$ cat src/rtl/axi_lite_cmd_master.sv
// Single-outstanding AXI-Lite master: one local command in, one AW/W or AR/R
// transaction out, one response back, with an optional per-transaction timeout.
module axi_lite_cmd_master #(
    parameter int unsigned TIMEOUT_CYCLES = 1000
) (
    input  logic        ACLK,
    input  logic        ARESETn,
    input  logic        cmd_valid,
    output logic        cmd_ready,
    input  logic        cmd_write,
    input  logic [31:0] cmd_addr,
    input  logic [31:0] cmd_wdata,
    output logic        rsp_valid,
    input  logic        rsp_ready,
    output logic        rsp_write,
    output logic        rsp_err,
    output logic [31:0] rsp_rdata,
    output logic        AWVALID,
    input  logic        AWREADY,
    output logic [31:0] AWADDR,
    output logic        WVALID,
    input  logic        WREADY,
    output logic [31:0] WDATA,
    output logic        ARVALID,
    input  logic        ARREADY,
    output logic [31:0] ARADDR,
    input  logic        RVALID,
    output logic        RREADY,
    input  logic [31:0] RDATA
);

    typedef enum logic [2:0] {IDLE, WR, RD_ADDR, RD_DATA, RESP} state_e;

    localparam bit          TO_EN    = (TIMEOUT_CYCLES != 0);
    localparam logic [15:0] CNT_LAST = TO_EN ? 16'(TIMEOUT_CYCLES - 1) : 16'd0;

    state_e      state_q, state_d;
    logic [31:0] addr_q, addr_d;
    logic [31:0] wdata_q, wdata_d;
    logic [31:0] rdata_q, rdata_d;
    logic        write_q, write_d;
    logic        err_q, err_d;
    logic        aw_pend_q, aw_pend_d;
    logic        w_pend_q, w_pend_d;
    logic [15:0] cnt_q, cnt_d;

    logic expired;
    logic aw_left;
    logic w_left;

    // A handshake on the expiry edge still completes normally, so expiry is
    // only consulted after the completion conditions below.
    assign expired = TO_EN && (cnt_q == CNT_LAST);
    assign aw_left = aw_pend_q & ~AWREADY;
    assign w_left  = w_pend_q & ~WREADY;

    always_ff @(posedge ACLK or negedge ARESETn) begin
        if (!ARESETn) begin
            state_q   <= IDLE;
            addr_q    <= '0;
            wdata_q   <= '0;
            rdata_q   <= '0;
            write_q   <= 1'b0;
            err_q     <= 1'b0;
            aw_pend_q <= 1'b0;
            w_pend_q  <= 1'b0;
            cnt_q     <= '0;
        end else begin
            state_q   <= state_d;
            addr_q    <= addr_d;
            wdata_q   <= wdata_d;
            rdata_q   <= rdata_d;
            write_q   <= write_d;
            err_q     <= err_d;
            aw_pend_q <= aw_pend_d;
            w_pend_q  <= w_pend_d;
            cnt_q     <= cnt_d;
        end
    end

    always_comb begin
        state_d   = state_q;
        addr_d    = addr_q;
        wdata_d   = wdata_q;
        rdata_d   = rdata_q;
        write_d   = write_q;
        err_d     = err_q;
        aw_pend_d = aw_pend_q;
        w_pend_d  = w_pend_q;
        cnt_d     = cnt_q;
        case (state_q)
            IDLE: begin
                if (cmd_valid) begin
                    write_d = cmd_write;
                    addr_d  = cmd_addr;
                    wdata_d = cmd_wdata;
                    rdata_d = '0;
                    err_d   = 1'b0;
                    cnt_d   = '0;
                    if (cmd_write) begin
                        aw_pend_d = 1'b1;
                        w_pend_d  = 1'b1;
                        state_d   = WR;
                    end else begin
                        state_d = RD_ADDR;
                    end
                end
            end
            WR: begin
                cnt_d     = cnt_q + 16'd1;
                aw_pend_d = aw_left;
                w_pend_d  = w_left;
                if (!aw_left && !w_left) begin
                    state_d = RESP;
                end else if (expired) begin
                    aw_pend_d = 1'b0;
                    w_pend_d  = 1'b0;
                    err_d     = 1'b1;
                    state_d   = RESP;
                end
            end
            RD_ADDR: begin
                cnt_d = cnt_q + 16'd1;
                if (ARREADY) begin
                    state_d = RD_DATA;
                end else if (expired) begin
                    err_d   = 1'b1;
                    state_d = RESP;
                end
            end
            RD_DATA: begin
                cnt_d = cnt_q + 16'd1;
                if (RVALID) begin
                    rdata_d = RDATA;
                    state_d = RESP;
                end else if (expired) begin
                    err_d   = 1'b1;
                    state_d = RESP;
                end
            end
            RESP: begin
                if (rsp_ready) begin
                    state_d = IDLE;
                end
            end
            default: state_d = IDLE;
        endcase
    end

    always_comb begin
        cmd_ready = (state_q == IDLE);
        rsp_valid = (state_q == RESP);
        AWVALID   = (state_q == WR) && aw_pend_q;
        WVALID    = (state_q == WR) && w_pend_q;
        ARVALID   = (state_q == RD_ADDR);
        RREADY    = (state_q == RD_DATA);
    end

    assign rsp_write = write_q;
    assign rsp_err   = err_q;
    assign rsp_rdata = rdata_q;
    assign AWADDR    = addr_q;
    assign ARADDR    = addr_q;
    assign WDATA     = wdata_q;

endmodule

$ cat config.mk
export PLATFORM = sky130hd
export DESIGN_NAME = axi_lite_cmd_master
export DESIGN_NICKNAME = d
export VERILOG_FILES = /design/src/rtl/axi_lite_cmd_master.sv
export SDC_FILE = /design/constraint.sdc
export NUM_CORES = 1
export LEC_CHECK = 0
export BUFFER_PORTS_ARGS = -buffer_cell sky130_fd_sc_hd__buf_2
export CORE_ASPECT_RATIO = 1.1
export CORE_MARGIN = 2
export CORE_UTILIZATION = 44
export CTS_BUF_LIST = sky130_fd_sc_hd__clkbuf_4
export CTS_CLUSTER_DIAMETER = 40
export DETAILED_ROUTE_END_ITERATION = 6
export PLACE_DENSITY = 0.83
export SLEW_MARGIN = 10
export SYNTH_ARGS = -nofsm -noshare
export SYNTH_HDL_FRONTEND = slang
export SYNTH_SLANG_ARGS = --single-unit
$ cat constraint.sdc
create_clock -name ACLK -period 1.6 [get_ports ACLK]
set_input_delay 0.4 -clock ACLK [delete_from_list [all_inputs] [get_ports ACLK]]
set_output_delay 0.4 -clock ACLK [all_outputs]
set_load 0.02 [all_outputs]
# Word-level counts from Yosys, hierarchy flattened
# Cells that the tools add are included.
# word_totals
out_inout_bits	136
reg_bits	119
word_cells	70
# op_classes
add_sub_neg	1
reduce_logical	17
mux	27
n_bitwise	4
eq_ne	12
# op_table
operator	n
two-way mux 32 bit	2
one-hot mux 32 bit (2 select lines)	1
one-hot mux 16 bit (2 select lines)	1
two-way mux 3 bit	6
adder 16 x 1 -> 16 bit (second input constant)	1
equality test 16 x 10 -> 1 bit (second input constant)	1
two-way mux 16 bit	1
one-hot mux 3 bit (5 select lines)	1
two-way mux 1 bit	11
inequality test 2 bit (second input constant)	5
equality test 3 x 2 -> 1 bit (second input constant)	2
AND reduction 2 bit	3
AND reduction 3 bit	2
nonzero test 2 bit	3
AND reduction 5 bit	1
inequality test 2 x 1 -> 1 bit (second input constant)	2
one-hot mux 1 bit (2 select lines)	2
one-hot mux 1 bit (4 select lines)	1
nonzero test 4 bit	1
equality test 3 x 1 -> 1 bit (second input constant)	1
equality test 3 bit (second input constant)	1
logical AND 1 bit	3
zero test 3 bit	1
OR reduction 3 bit	1
4 further kinds	7

# Logic depth before layout (Yosys ltp)
# logic_depth
word_depth	6
mapped_depth	7

# Least setup slack after synthesis
# No wires, ideal clock.
# synth_timing
kind	reg-to-reg
startpoint	reg state_q[1]
endpoint	reg addr_q[22], in the netlist ARADDR[22]
t_arrival_ns	1.767
setup_time_ns	0.117
required_time_ns	1.483
stages_incl_launch_ff	8
path_buffers	3
setup_slack_ns	-0.284
cell_sequence	dfrtp_1 > buf_2 > nor3_1 > nand2_1 > clkbuf_1 > clkbuf_1 > nand2_1 > nand2_1
# synth_between
elab_chain_cells	2
# synth_rtl
item	line_no	source
from (decl)	37	state_e state_q, state_d;
from (signal assigned)	69	state_q <= state_d;
zero test 3 bit	-	
via cmd_ready	9	output logic cmd_ready,
AND reduction 2 bit (no source line)	-	
to (signal assigned)	70	addr_q <= addr_d;
to (decl)	38	logic [31:0] addr_q, addr_d;
# The timed path passes the listed nets, and every way through them passes these cells.
# A chain may end at the register's enable or synchronous reset.

# Worst setup path after layout
# layout_timing
startpoint	reg state_q[0]
endpoint	out WVALID
# layout_between
elab_chain_cells	2
# layout_rtl
item	line_no	source
equality test 3 x 1 -> 1 bit	154	WVALID = (state_q == WR) && w_pend_q;
logical AND 1 bit	154	
to (decl)	21	output logic WVALID,
# No other way between the ends.

==> flow_summary.yaml <==
run_status:
  status: "finished, violations left"
  violations: "negative setup slack"
grt:
  grt_max_degree: 63
  antenna_found_initial: 1
  grt_pass1_vias: 4840
  grt.total_usage_pct: 24.98
  grt_pass1_wl_um: 24500
  gr-total-overflow: 0
clock_tree:
  path_clk_slew_ns: 0.12
  cts_htree_levels: 4
  clkSinkCount: 119
  cts_root_buf: "clkbuf_4"
  cts_tree: "yes"
  cts_inserted_buffers: 17
  cts-root-to-sink-buffers: 2
  clk_latency_ns: 0.54
timing:
  report.final.slew_viol_count: 0
  fin_worst_skew_ns: 0.02540
  slew_headroom_pct: 62.21
  hold_viol: 0
  setup_viol_count_final: 121
  period_share_pct: 122.8
  timing.fmax_mhz: 509.0
  rsz0062_at_grt: "yes"
  fin_crit_ns: 1.964
  fin_setup_tns_ns: -26.71
  tightest_slew_ns: 0.5635
  setup_ws_ns: -0.3645
finish:
  fillers: 765
  final_common_cell: "buf_2"
  diodes: 0
  ff_latch_area_sq_um: 2989
  nets: 968
  drive_gt1_share_pct: 62.97
  final_area_sq_um: 8598
  multi_input_area_sq_um: 2700
  most-common-layout-cells: "buf_2, nand2_1, dfrtp_1"
  area_growth_syn_to_layout_pct: 65.35
placed_design:
  placed_cell_area_sq_um: 6545
  gp_congestion: 0.8690
  io_buffers: 240
  dp_hpwl_um: 10340
yosys:
  ys_warn_count: 0
  synth_largest_area_cell: "dfrtp_1"
  syn_area_sq_um: 5200
  synthTopCellsByArea: "dfrtp_1, nand2_1, buf_4"
  synth_seq_area_share_pct: 57.27
  netlist_instances: 580
  synth_cell_types: 50
  synth_fp_nets: 686
  avgSynthCellArea_sq_um: 8.965
  async_flop_share_pct: 100.0
  ys.flop_type: "dfrtp_1"
  synth_top_cell_area_share_pct: 57.27
  synth_edf_count: 0
  synth-seq-cells: 119
power_and_ir_drop:
  powerDensity_nw_per_um2: 1965
  peakVddDrop_v: 0.001013
  p_leak_uw: 0.004702
setup_path:
  critPathMaxFanout: 7
  worst_setup_path_end_kind: "output pin"
  path_class: "register to output pin"
  ff2ff_setup_slack_ns: -0.32
  crit_arrival_ns: 1.56
  required_ns: 1.20
  critPathLaunchType: "register"
detailed_routing:
  viasPerCell: 5.402
  avgRoutedWirePerCell_um: 19.41
  vias: 5537
  drtAntennaViolNets: 0
  drc: 0
  initialDrtViolationCount: 523
  dr.pass1.iters: 5
  wl_um: 19890
die:
  rows: 41
  initial_core_util_pct: 45.25
  die_area_sq_um: 12700
  ios: 241
  die_h_um: 118.0
  die_x_um: 107.7
  coreArea_sq_um: 11490
flow_run:
  drv_cap: 0
min_path:
  holdCritPathClass: "input port to register"
## sequential cells by signal, indices dropped and copies added, names as in the netlist
| register | count |
|---|---|
| rsp_rdata | 32 |
| aw_pend_q | 1 |
| cnt_q | 16 |
| WDATA | 32 |
| rsp_err | 1 |
| ARADDR | 32 |
| rsp_write | 1 |
| state_q | 3 |
| w_pend_q | 1 |
## report_power, final
part / leakage (uW) / switching, uW / internal (uW) / total, uW
Clock: 0.000132 / 1260 / 768 / 2020
Combinational: 0.00304 / 5710 / 4090 / 9790
Sequential: 0.00153 / 940 / 4140 / 5080
## metal layers
layer	track usage [%]	up-vias	wire length [um]
met4	6.170	2	778
met2	40.84	350	10050
met1	32.01	2695	7202
li1	-	2416	-
met5	0	-	11
met3	8.250	74	1846
## worst max-delay path, stage by stage (launching register included)
cell and delay, ns:
dfrtp_1 0.40, buf_12 0.14, nor2b_4 0.17, and3_4 0.21, buf_6 0.11
## stage by stage
stage	util (%)	hold WS (ns)	worst slack (ns)	total power, uW	instances
2_1_floorplan	-	0.1044	-0.06154	9309	580
3_3_place_gp	56.96	0.2830	-0.01365	11270	938
3_5_place_dp	56.96	0.2840	-0.07675	11440	938
4_1_cts	62.80	0.01319	-0.3586	14260	993
5_1_grt	74.83	-0.01116	-0.4573	17740	1025
6_report	74.83	0.04400	-0.3645	16900	1025
## Yosys cell counts, drive strengths merged (2+ instances only)
cell      n
a21o      3
a21oi     2
a31oi     4
and2      2
and3      6
buf      50
clkbuf   15
dfrtp   119
inv       4
mux2i     2
nand2   273
nand2b    3
nand3     4
nand4     4
nor2      7
nor3      3
nor3b     2
o211ai    2
o21a      2
o21ai    42
o311ai    3
o31ai     4
o41ai     3
xor2      2
## final cells by class
cell class	count	share of cell area, %
sequential	119	34.76
multi-input combinational	392	31.40
timing repair buffer	328	28.51
tap	150	2.183
clock buffer	17	1.484
clock inverter	15	1.484
inverter	4	0.1746
## cell families (layout without fill, tap and decap cells)
| kind of cell | Yosys count | count (layout) | synth area share [%] |
|---|---|---|---|
| flip-flops | 119 | 119 | 57.27 |
| AND/OR/NAND/NOR | 311 | 311 | 24.69 |
| XOR/XNOR | 2 | 2 | 0.3369 |
| buffers and inverters | 69 | 364 | 7.724 |
| AO/OA/AOI/OAI | 76 | 76 | 9.360 |
| adder cells (fa/ha/maj) | 1 | 1 | 0.2406 |
| multiplexers | 2 | 2 | 0.3850 |
## path summary, 6_finish.rpt
check                              from            end  depth (start not counted)
hold reg to reg               WDATA[30]      WDATA[30]                          2
max in group asynchronous       ARESETn      cnt_q[13]                          3
hold / removal             cmd_wdata[3]       WDATA[3]                          3
setup / recovery             state_q[0]         WVALID                          4
min in group asynchronous       ARESETn  rsp_rdata[26]                          2
setup reg to reg             state_q[2]     ARADDR[15]                         10
## repair_timing
item | CTS | global route
gates cloned | 4 | 14
setup buffers | 19 | 21
endpoints found under the setup margin | 47 | 135
hold endpoints to repair | 15 | 0
pin swaps | 19 | 140
hold buffers | 1 | 0
gates resized for setup | 67 | 295
Note: power is estimated with default switching activity, not from simulation.
